**src/rtl/mod_bus_master_pkg.sv**
```systemverilog
// Shared definitions for the PLP data-bus initiator: FSM state encodings,
// bus read/write codes and the default byte stride between burst beats.
package mod_bus_master_pkg;

  typedef enum logic [1:0] {
    ST_IDLE   = 2'd0,
    ST_ACCESS = 2'd1,
    ST_RESP   = 2'd2
  } state_e;

  localparam logic BUS_RW_READ  = 1'b0;
  localparam logic BUS_RW_WRITE = 1'b1;

  localparam int unsigned ADDR_STRIDE_DEFAULT = 4;

endpackage

```
**src/rtl/mod_bus_master.sv**
```systemverilog
// mod_bus_master: initiator on the PLP data bus. Converts valid/ready word
// commands into single-cycle bus accesses (de/addr/rw/wdata) and returns one
// valid/ready response per beat (read data, or 0 for write acks).
// Optional feature macro: MOD_BUS_MASTER_BURST_EN (cmd_len+1 beats at
// incrementing addresses; otherwise every command is a single beat).
// Ports:
//   clk, rst (async, active-low)
//   cmd_valid/cmd_ready/cmd_rw/cmd_addr/cmd_wdata/cmd_len : command port
//   rsp_valid/rsp_ready/rsp_rdata/rsp_last                : response port
//   bus_de/bus_addr/bus_rw/bus_wdata/bus_rdata            : data bus
module mod_bus_master
  import mod_bus_master_pkg::*;
#(
  parameter int unsigned ADDR_W      = 32,
  parameter int unsigned DATA_W      = 32,
  parameter int unsigned LEN_W       = 8,
  parameter int unsigned ADDR_STRIDE = ADDR_STRIDE_DEFAULT
) (
  input  logic              clk,
  input  logic              rst,
  input  logic              cmd_valid,
  output logic              cmd_ready,
  input  logic              cmd_rw,
  input  logic [ADDR_W-1:0] cmd_addr,
  input  logic [DATA_W-1:0] cmd_wdata,
  input  logic [LEN_W-1:0]  cmd_len,
  output logic              rsp_valid,
  input  logic              rsp_ready,
  output logic [DATA_W-1:0] rsp_rdata,
  output logic              rsp_last,
  output logic              bus_de,
  output logic [ADDR_W-1:0] bus_addr,
  output logic              bus_rw,
  output logic [DATA_W-1:0] bus_wdata,
  input  logic [DATA_W-1:0] bus_rdata
);

  state_e              r_state,     w_state_nxt;
  logic                r_rw,        w_rw_nxt;
  logic                r_cmd_ready, w_cmd_ready_nxt;
  logic                r_rsp_valid, w_rsp_valid_nxt;
  logic [DATA_W-1:0]   r_rsp_rdata, w_rsp_rdata_nxt;
  logic                r_rsp_last,  w_rsp_last_nxt;
  logic                r_bus_de,    w_bus_de_nxt;
  logic [ADDR_W-1:0]   r_bus_addr,  w_bus_addr_nxt;
  logic                r_bus_rw,    w_bus_rw_nxt;
  logic [DATA_W-1:0]   r_bus_wdata, w_bus_wdata_nxt;
  logic                w_last_beat;

`ifdef MOD_BUS_MASTER_BURST_EN
  // Burst context: current beat address, fill data and remaining beats.
  logic [ADDR_W-1:0]   r_addr,      w_addr_nxt;
  logic [DATA_W-1:0]   r_wdata,     w_wdata_nxt;
  logic [LEN_W-1:0]    r_beats,     w_beats_nxt;
  logic [ADDR_W-1:0]   w_addr_inc;

  // Increment wraps naturally modulo 2^ADDR_W.
  assign w_addr_inc  = r_addr + ADDR_W'(ADDR_STRIDE);
  assign w_last_beat = (r_beats == '0);
`else
  logic                w_unused_len;

  assign w_unused_len = ^cmd_len;
  assign w_last_beat  = 1'b1;
`endif

  // Next-state and next-output logic.
  always_comb begin
    w_state_nxt     = r_state;
    w_rw_nxt        = r_rw;
    w_cmd_ready_nxt = 1'b0;
    w_rsp_valid_nxt = 1'b0;
    w_rsp_rdata_nxt = r_rsp_rdata;
    w_rsp_last_nxt  = 1'b0;
    w_bus_de_nxt    = 1'b0;
    w_bus_addr_nxt  = '0;
    w_bus_rw_nxt    = BUS_RW_READ;
    w_bus_wdata_nxt = '0;
`ifdef MOD_BUS_MASTER_BURST_EN
    w_addr_nxt      = r_addr;
    w_wdata_nxt     = r_wdata;
    w_beats_nxt     = r_beats;
`endif
    case (r_state)
      ST_IDLE: begin
        if (cmd_valid && r_cmd_ready) begin
          w_state_nxt     = ST_ACCESS;
          w_rw_nxt        = cmd_rw;
          w_bus_de_nxt    = 1'b1;
          w_bus_addr_nxt  = cmd_addr;
          w_bus_rw_nxt    = cmd_rw;
          w_bus_wdata_nxt = cmd_wdata;
`ifdef MOD_BUS_MASTER_BURST_EN
          w_addr_nxt      = cmd_addr;
          w_wdata_nxt     = cmd_wdata;
          w_beats_nxt     = cmd_len;
`endif
        end else begin
          w_cmd_ready_nxt = 1'b1;
        end
      end
      ST_ACCESS: begin
        // Responder dout is valid while de is high; capture it on this edge.
        w_state_nxt     = ST_RESP;
        w_rsp_valid_nxt = 1'b1;
        w_rsp_rdata_nxt = (r_rw == BUS_RW_WRITE) ? '0 : bus_rdata;
        w_rsp_last_nxt  = w_last_beat;
      end
      ST_RESP: begin
        if (rsp_ready) begin
          if (w_last_beat) begin
            w_state_nxt     = ST_IDLE;
            w_cmd_ready_nxt = 1'b1;
          end else begin
`ifdef MOD_BUS_MASTER_BURST_EN
            w_state_nxt     = ST_ACCESS;
            w_beats_nxt     = r_beats - LEN_W'(1);
            w_addr_nxt      = w_addr_inc;
            w_bus_de_nxt    = 1'b1;
            w_bus_addr_nxt  = w_addr_inc;
            w_bus_rw_nxt    = r_rw;
            w_bus_wdata_nxt = r_wdata;
`endif
          end
        end else begin
          w_rsp_valid_nxt = 1'b1;
          w_rsp_last_nxt  = r_rsp_last;
        end
      end
      default: begin
        w_state_nxt = ST_IDLE;
      end
    endcase
  end

  // State and registered outputs.
  always_ff @(posedge clk or negedge rst) begin
    if (!rst) begin
      r_state     <= ST_IDLE;
      r_rw        <= BUS_RW_READ;
      r_cmd_ready <= 1'b0;
      r_rsp_valid <= 1'b0;
      r_rsp_rdata <= '0;
      r_rsp_last  <= 1'b0;
      r_bus_de    <= 1'b0;
      r_bus_addr  <= '0;
      r_bus_rw    <= BUS_RW_READ;
      r_bus_wdata <= '0;
`ifdef MOD_BUS_MASTER_BURST_EN
      r_addr      <= '0;
      r_wdata     <= '0;
      r_beats     <= '0;
`endif
    end else begin
      r_state     <= w_state_nxt;
      r_rw        <= w_rw_nxt;
      r_cmd_ready <= w_cmd_ready_nxt;
      r_rsp_valid <= w_rsp_valid_nxt;
      r_rsp_rdata <= w_rsp_rdata_nxt;
      r_rsp_last  <= w_rsp_last_nxt;
      r_bus_de    <= w_bus_de_nxt;
      r_bus_addr  <= w_bus_addr_nxt;
      r_bus_rw    <= w_bus_rw_nxt;
      r_bus_wdata <= w_bus_wdata_nxt;
`ifdef MOD_BUS_MASTER_BURST_EN
      r_addr      <= w_addr_nxt;
      r_wdata     <= w_wdata_nxt;
      r_beats     <= w_beats_nxt;
`endif
    end
  end

  assign cmd_ready = r_cmd_ready;
  assign rsp_valid = r_rsp_valid;
  assign rsp_rdata = r_rsp_rdata;
  assign rsp_last  = r_rsp_last;
  assign bus_de    = r_bus_de;
  assign bus_addr  = r_bus_addr;
  assign bus_rw    = r_bus_rw;
  assign bus_wdata = r_bus_wdata;

endmodule

```
**config.mk**
```make
export PLATFORM = sky130hd
export DESIGN_NAME = mod_bus_master
export DESIGN_NICKNAME = d
export VERILOG_FILES = /design/src/rtl/mod_bus_master_pkg.sv /design/src/rtl/mod_bus_master.sv
export SDC_FILE = /design/constraint.sdc
export NUM_CORES = 1
export LEC_CHECK = 0
export ABC_AREA = 1
export BUFFER_PORTS_ARGS = -buffer_cell sky130_fd_sc_hd__buf_2
export CAP_MARGIN = 20
export CORE_MARGIN = 10
export CORE_UTILIZATION = 40
export DETAILED_ROUTE_END_ITERATION = 6
export HOLD_SLACK_MARGIN = 0.15
export MAX_ROUTING_LAYER = met4
export PLACE_DENSITY = 0.73
export SYNTH_ARGS = -nofsm -noshare
export SYNTH_HDL_FRONTEND = slang
export SYNTH_SLANG_ARGS = --single-unit
```
**constraint.sdc**
```tcl
create_clock -name clk -period 1.65 [get_ports clk]
set_input_delay 0.0825 -clock clk [delete_from_list [all_inputs] [get_ports clk]]
set_output_delay 0.0825 -clock clk [all_outputs]
set_load 0.01 [all_outputs]
```
==> run_results.csv, run 1 <==
group,metric,value,unit
pwr,powerDensity,1230,nW/µm²
worst_setup_path,startpoint_type,"flip-flop",
sta,setup_tns,0,ns
synth,synth_xor_area_frac,0,
global_route,grt_max_degree,105,
sta,setup_viol,0,
placed_design,io_buffers,201,
sta,drv_slew,0,
worst_setup_path,critPathArrivalTime,1.76,ns
die,fp.coreArea,9280,µm²
global_route,overflow,0,
routing,drc_errors,0,
pwr,p_int,4810,µW
synth,yosysMostFrequentCell,"dfrtp_1",
synth,syn_nets,493,
clock_tree,clk_pin_slew,0.10,ns
cells_and_area,fin_cells,813,
die,initial_utilization,0.411,
placed_design,dp_cells,696,
synth,synth_ff_type,"dfrtp_1",
synth,synth_cell_type_count,15,
routing,wire_per_inst,15.5,µm
synth,ys.warnings.count,0,
die,fp.dieH,118,µm
clock_tree,cts_buffers,9,
cells_and_area,fin_nets,793,
synth,async_flop_share,1.00,
die,num_rows,35,
pwr,p_leak,0.00371,µW
synth,synthMuxAreaShare,0,
global_route,grt_pass1_wl,20.4,mm
cells_and_area,syn_to_final_growth,61.2,%
pwr,seqPwrFrac,0.451,
clock_tree,cts_tree,"yes",
synth,yosysSeqAreaShare,0.682,
global_route,grt_pass1_vias,3912,
cells_and_area,drive_gt1_frac,0.354,
sta,fmax,0.677,GHz
routing,via_per_inst,4.31,
worst_setup_path,path_common_cell,"nand2_1",
sta,rsz0062_at_grt,"false",
synth,synthesis.area,3810,µm²
worst_setup_path,cp_cell_sequence,"inv_1 > ha_1 > inv_2 > nand2_1 > nand2_1",
worst_setup_path,slowest_stage,"inv_2",
sta,hold_slack,0.314,ns
clock_tree,cts_max_level,3,
worst_setup_path,critPathKind,"flip-flop to flip-flop",
clock_tree,clock_latency,0.35,ns
clock_tree,root_buffer,"clkbuf_8",
worst_setup_path,worstPathRequired,1.93,ns
sta,post-route-min-period,1.48,ns
clock_tree,clock-sinks,104,
sta,slew_headroom,0.627,
synth,synth_top_family_by_area,"simple AND/OR/NAND/NOR gates",
outcome,status,"complete, no violations",
global_route,track_usage,0.186,
pwr,p_comb_frac,0.365,
die,io_pins,210,
synth,synthAdderAreaFrac,0.0197,
clock_tree,postCtsSetupBuffers,0,
synth,synth_top_area_cell,"dfrtp_1",
synth,synth_common_cells,"104 x dfrtp_1, 74 x nand2_1, 70 x inv_1, 48 x nor2_1, 34 x nand3_1",
pwr,peakVddDrop,0.676,mV
synth,synth-compound-area-share,0.00591,
routing,ant_nets,0,
sta,tightest_slew,0.560,ns
routing,drtIter0Drc,179,
die,die_area,13800,µm²
synth,post_synth_and_or_nand_nor_area_fraction,0.198,
routing,drt_first_pass_iters,6,
worst_setup_path,path_buf_inv,2,
routing,vias,3507,
run,drv_cap,0,
clock_tree,cts_buffer_depth,2,
worst_setup_path,cp_top_family,"buffers and inverters",
sta,timing.final.crit_share,0.895,
synth,synth_seq_cells,104,
sta,finClkSkew,0.0124,ns
synth,synth_edf_count,0,
pwr,p_sw_frac,0.367,
pwr,clock_power_share,0.184,
synth,syn_avg_cell_area,10.1,µm²
die,fp.dieW,118,µm
worst_setup_path,path_max_fanout,34,
worst_setup_path,crit_path_end_kind,"flip-flop",
placed_design,hpwl,7.63,mm
synth,yosysTopAreaCellShare,0.682,
synth,synth.area.top_cells,"dfrtp_1 68%, nand2_1 7.3%, inv_1 6.9%",
placed_design,gp_congestion,0.736,
hold_path,hold_path_class,"input port to asynchronous set/reset pin",
global_route,antenna_found_initial,3,
pwr,p_switching,2780,µW
routing,wirelength,12.6,mm
synth,syn_inst,378,
worst_setup_path,critPathMaxStageDelay,0.41,ns
sta,hold_viol_final,0,
==> through the flow <==
step / setup slack (ns) / power [µW] / util / instance area (µm²)
CTS: 0.156 / 7640 / 0.661 / 6140
global route: 0.0206 / 8130 / 0.662 / 6150
global placement: 0.262 / 5910 / 0.535 / 4970
detailed placement: 0.169 / 6010 / 0.535 / 4970
floorplan: 0.346 / 4910 / - / 3810
finish: 0.173 / 7590 / 0.662 / 6150
==> cell type report <==
type / count / area [µm²]
Antenna cell: 3 / 7.51
Clock buffer: 10 / 138
Clock inverter: 4 / 31.3
Fill cell: 718 / 3140
Inverter: 71 / 267
Multi-Input combinational cell: 186 / 855
Sequential cell: 104 / 2600
Tap cell: 129 / 161
Timing Repair Buffer: 306 / 2080
==> worst register-to-register path: cells and delay by family (launching register included) <==
family / cells / cell delay (ns)
adder cells (fa/ha/maj): 1 / 0.23
flip-flops: 1 / 0.40
buffers and inverters: 2 / 0.52
AND/OR/NAND/NOR: 2 / 0.26
==> cells by family (layout without fill, tap and decap cells) <==
kind of cell             Yosys count  count (layout)
AO/OA/AOI/OAI                      4               4
other                              0               3
adder cells (fa/ha/maj)            6               6
AND/OR/NAND/NOR                  176             176
buffers and inverters             88             391
flip-flops                       104             104
==> final timing paths <==
check	startpoint	end	slack [ns]	cells after the start
max in group asynchronous	rst	bus_rw	0.87	3
hold reg to reg	rsp_rdata[16]	rsp_rdata[16]	0.48	2
hold / removal	rst	rsp_rdata[4]	0.31	3
setup / recovery	r_state[1]	rsp_rdata[17]	0.17	5
min in group clk	cmd_addr[9]	bus_addr[9]	0.47	4
setup reg to reg	r_state[1]	rsp_rdata[17]	0.17	5
==> metal layers <==
layer | global-route usage | vias up | share of wire
met2 | 0.304 | 162 | 0.51
met3 | 0.0638 | 32 | 0.073
met4 | 0.0866 | 0 | 0.030
met1 | 0.199 | 1615 | 0.39
li1 | - | 1698 | -
met5 | - | - | 0
==> power groups by stage <==
stage	registers, µW	logic (µW)	clock network [µW]
floorplan	3750	1160	0
global placement	3430	2480	0
detailed placement	3450	2560	0
CTS	3400	2750	1480
global route	3480	3080	1580
finish	3420	2770	1400
==> what timing repair did <==
item / 4_1_cts / 5_1_grt
hold endpoints to repair: 204 / 0
hold buffers: 100 / 0
resized for setup: 0 / 0
==> registers in the layout, indices dropped and copies added (netlist names) <==
register / flops
rsp_valid: 1
bus_rw: 1
bus_addr: 32
r_rw: 1
rsp_last: 1
bus_wdata: 32
rsp_rdata: 32
cmd_ready: 1
bus_de: 1
r_state: 2
==> cells in the final DEF (no fill, tap or decap), types with 6 or more instances in the layout <==
cell type      netlist  final
nor2_1              48     48
ha_1                 6      6
inv_1               70     70
nand2_1             74     74
buf_2                9    200
nand3_1             34     34
dfrtp_1            104    104
dlygate4sd3_1        0    100
clkbuf_8             0     10
nor2_2              19     19
No activity file was read; power rests on OpenSTA's default activity.
==> run 2, diff against run 1 <==
- CORE_MARGIN: 10 -> 3
==> run_results.csv, run 2 (synthesis gave the netlist of run 1 again) <==
group,metric,value,unit
sta,finClkSkew,0.0126,ns
global_route,grt_pass1_vias,3853,
die,fp.coreArea,9240,µm²
die,io_pins,210,
clock_tree,clk_pin_slew,0.10,ns
sta,setup_viol,0,
routing,ant_nets,0,
global_route,grt_max_degree,52,
routing,vias,3531,
cells_and_area,layout_common_cells,"200 x buf_2, 104 x dfrtp_1, 100 x dlygate4sd3_1",
sta,drv_slew,0,
die,initial_utilization,0.413,
clock_tree,cts_buffers,9,
worst_setup_path,r2r_slack,0.15,ns
placed_design,dp_slack,0.153,ns
pwr,p_int,5150,µW
worst_setup_path,critPathKind,"flip-flop to flip-flop",
placed_design,io_buffers,201,
pwr,p_switching,2780,µW
worst_setup_path,worstPathRequired,1.86,ns
clock_tree,clock_latency,0.36,ns
global_route,antenna_found_initial,0,
clock_tree,postCtsSetupBuffers,0,
sta,tightest_slew,0.565,ns
pwr,clock_power_share,0.227,
pwr,peakVddDrop,0.658,mV
placed_design,hpwl,6.47,mm
sta,rsz0062_at_grt,"false",
sta,setup_tns,0,ns
global_route,grt_pass1_wl,18.1,mm
cells_and_area,fin_nets,795,
cells_and_area,fillers,691,
worst_setup_path,critPathArrivalTime,1.71,ns
clock_tree,cts_buffer_depth,2,
clock_tree,root_buffer,"clkbuf_8",
sta,timing.final.crit_share,0.910,
sta,post-route-min-period,1.50,ns
pwr,p_sw_frac,0.350,
routing,drc_errors,0,
cells_and_area,syn_to_final_growth,63.0,%
global_route,track_usage,0.214,
worst_setup_path,critPathMaxStageDelay,0.43,ns
routing,via_per_inst,4.34,
clock_tree,cts_tree,"yes",
worst_setup_path,crit_path_end_kind,"flip-flop",
pwr,seqPwrFrac,0.432,
die,fp.dieH,104,µm
worst_setup_path,slowest_stage,"inv_2",
routing,drtIter0Drc,219,
global_route,overflow,0,
clock_tree,cts_resized,0,
outcome,status,"complete, no violations",
pwr,p_leak,0.00376,µW
clock_tree,clock-sinks,104,
routing,wire_per_inst,13.4,µm
sta,fin_ws,0.148,ns
hold_path,hold_path_class,"input port to asynchronous set/reset pin",
placed_design,gp_congestion,0.747,
pwr,powerDensity,1280,nW/µm²
clock_tree,cts_max_level,3,
cells_and_area,drive_gt1_frac,0.358,
die,fp.dieW,104,µm
routing,drt_first_pass_iters,4,
routing,wirelength,10.9,mm
worst_setup_path,path_max_fanout,34,
sta,fmax,0.666,GHz
worst_setup_path,startpoint_type,"flip-flop",
cells_and_area,antennaDiodeCount,0,
die,num_rows,35,
worst_setup_path,cp_cell_sequence,"inv_1 > ha_1 > inv_2 > a21boi_0",
run,drv_cap,0,
sta,hold_viol_final,0,
cells_and_area,final_common_cell,"buf_2",
pwr,p_comb_frac,0.340,
die,die_area,10700,µm²
sta,slew_headroom,0.623,
run 2: area by class of cell:
cell class,count,area [µm²],share of cell area
Tap cell,129,161,0.0260
Timing Repair Buffer,308,2100,0.338
Multi-Input combinational cell,186,855,0.137
Sequential cell,104,2600,0.419
Clock inverter,6,95.1,0.0153
Clock buffer,10,138,0.0221
Inverter,71,267,0.0429
run 2: worst paths after layout:
path                       cells past startpoint          from       endpoint
setup / recovery                               4    r_state[1]      rsp_valid
hold / removal                                 2           rst   rsp_rdata[6]
setup reg to reg                               4    r_state[1]      rsp_valid
hold reg to reg                                2  rsp_rdata[3]   rsp_rdata[3]
max in group asynchronous                      3           rst  bus_wdata[22]
min in group clk                               4  cmd_addr[11]   bus_addr[11]
run 2: per-layer routing:
layer  wire (µm)  GRT usage  vias to the layer above
met5           0          -                        -
met4         249     0.0798                        0
met3         556     0.0393                       25
met2        5730      0.383                      155
met1        4350      0.239                     1648
li1            -          -                     1703
run 2: worst max-delay path: cells and delay by family, from the launching register on:
family	cells	cell delay [ns]
buf+inv	2	0.54
flops	1	0.40
fa+ha+maj	1	0.23
compound gates	1	0.18
run 2: stage by stage:
stage | area [µm²] | utilization | hold slack, ns | std cells | power, µW
final | 6220 | 0.673 | 0.143 | 814 | 7930
after global routing | 6220 | 0.673 | 0.187 | 814 | 8440
after CTS | 6230 | 0.674 | 0.265 | 815 | 7990
after detailed placement | 4980 | 0.539 | -0.00435 | 698 | 5970
after global placement | 4980 | 0.539 | -0.00993 | 698 | 5870
after floorplan | 3810 | - | -0.213 | 378 | 4910
run 2: power by group through the flow:
stage	clock network, µW	registers [µW]	logic, µW
after floorplan	0	3750	1160
after global placement	0	3440	2420
after detailed placement	0	3470	2500
after CTS	1870	3420	2700
after global routing	1960	3500	2980
final	1800	3430	2700
run 2: timing repair:
item	4_1_cts	5_1_grt
setup endpoints to repair	0	19
hold buffers	101	0
endpoints found under the hold margin	206	0
==> run 3, diff against run 2 <==
- clock period: 1.65 -> 1.9 ns (I/O delays scaled with it)
==> run_results.csv, run 3 (synthesis gave the netlist of run 1 again) <==
group,metric,value,unit
worst_setup_path,r2r_slack,0.22,ns
clock_tree,cts_buffers,9,
die,initial_utilization,0.413,
clock_tree,clock_latency,0.36,ns
routing,drc_errors,0,
pwr,clock_power_share,0.208,
worst_setup_path,cp_cell_sequence,"inv_1 > ha_1 > nand2_1 > o21ai_0 > dlygate4sd3_1",
sta,slew_headroom,0.617,
sta,fmax,0.594,GHz
placed_design,io_buffers,201,
cells_and_area,fin_nets,796,
routing,vias,3535,
cells_and_area,layout_common_cells,"200 x buf_2, 104 x dfrtp_1, 101 x dlygate4sd3_1",
pwr,powerDensity,1090,nW/µm²
pwr,p_sw_frac,0.353,
global_route,grt_pass1_wl,18.4,mm
worst_setup_path,crit_path_end_kind,"flip-flop",
routing,wire_per_inst,13.5,µm
clock_tree,cts_buffer_depth,2,
worst_setup_path,reg2regPathDepth,5,
worst_setup_path,slowest_stage,"dlygate4sd3_1",
routing,wirelength,11.0,mm
sta,fin_ws,0.216,ns
clock_tree,cts_max_level,3,
pwr,p_int,4380,µW
global_route,overflow,0,
sta,hold_viol_final,0,
pwr,p_switching,2380,µW
clock_tree,clock-sinks,104,
clock_tree,cts_tree,"yes",
cells_and_area,final_common_cell,"buf_2",
worst_setup_path,r2r-start,"r_state[0]",
worst_setup_path,worstPathRequired,2.15,ns
global_route,track_usage,0.219,
worst_setup_path,cp-startpoint,"r_state[0]",
die,io_pins,210,
run,drv_cap,0,
global_route,antenna_found_initial,0,
worst_setup_path,startpoint_type,"flip-flop",
outcome,status,"complete, no violations",
placed_design,hpwl,6.54,mm
sta,tightest_slew,0.573,ns
sta,post-route-min-period,1.68,ns
sta,setup_tns,0,ns
worst_setup_path,crit_end,"cmd_ready",
worst_setup_path,critPathKind,"flip-flop to flip-flop",
die,num_rows,35,
routing,drt_first_pass_iters,5,
placed_design,gp_congestion,0.754,
die,die_area,10700,µm²
clock_tree,postCtsSetupBuffers,0,
sta,hold_slack,0.171,ns
global_route,grt_pass1_vias,3888,
pwr,p_comb_frac,0.352,
sta,timing.final.crit_share,0.887,
worst_setup_path,path_max_fanout,4,
pwr,peakVddDrop,0.477,mV
routing,drtIter0Drc,173,
die,fp.coreArea,9240,µm²
die,fp.dieW,104,µm
pwr,seqPwrFrac,0.441,
sta,finClkSkew,0.0111,ns
cells_and_area,syn_to_final_growth,62.3,%
pwr,p_leak,0.00375,µW
worst_setup_path,critPathMaxStageDelay,0.55,ns
routing,via_per_inst,4.34,
hold_path,hold_path_class,"input port to asynchronous set/reset pin",
clock_tree,cts_resized,0,
sta,setup_viol,0,
cells_and_area,antennaDiodeCount,0,
clock_tree,cts_hold_buf,101,
sta,drv_slew,0,
routing,ant_nets,0,
clock_tree,root_buffer,"clkbuf_8",
cells_and_area,drive_gt1_frac,0.356,
worst_setup_path,r2r_end,"cmd_ready",
worst_setup_path,critPathArrivalTime,1.93,ns
placed_design,dp_slack,0.379,ns
die,fp.dieH,104,µm
clock_tree,clk_pin_slew,0.10,ns
sta,rsz0062_at_grt,"false",
global_route,grt_max_degree,61,
-- run 3: area by class of cell --
class	instances	area (µm²)
clock inverters	4	52.6
multi-input cells	186	855
clock buffers	12	155
well taps	129	161
flip-flops and latches	104	2600
fillers	682	3050
repair buffers	309	2100
inverters	71	267
-- run 3: through the flow --
step	instances	area [µm²]	util	power, µW
floorplan	378	3810	-	4260
detailed placement	698	4970	0.538	5200
finish	815	6190	0.670	6760
global placement	698	4970	0.538	5090
global route	815	6190	0.670	7230
CTS	815	6190	0.670	6800
-- run 3: worst min-delay path by stage --
stage / endpoint / slack (ns) / cells after the start
floorplan: bus_addr[0] / -0.20 / 0
global placement: rsp_rdata[3] / 0.01 / 1
detailed placement: rsp_rdata[3] / 0.03 / 1
CTS: rsp_rdata[3] / 0.19 / 2
global route: rsp_rdata[2] / 0.19 / 2
finish: rsp_rdata[2] / 0.17 / 2
-- run 3: critical path: cells and delay by family (launching register included) --
family                     cells  cell delay (ns)
AOI/OAI and AO/OA              1             0.09
adders and majority gates      1             0.25
buffers and inverters          2             0.67
DFF                            1             0.43
and+or+nand+nor                1             0.13
-- run 3: routing by layer --
metal	global-route usage	wire [µm]
met2	0.391	5780
met1	0.240	4210
met4	0.0769	297
met3	0.0498	684
met5	-	0
-- run 3: power groups by stage --
stage	combinational [µW]	clock (µW)	sequential [µW]
3_3_place_gp	2110	0	2990
2_1_floorplan	1000	0	3260
6_report	2380	1400	2980
5_1_grt	2640	1550	3040
3_5_place_dp	2190	0	3010
4_1_cts	2380	1460	2970
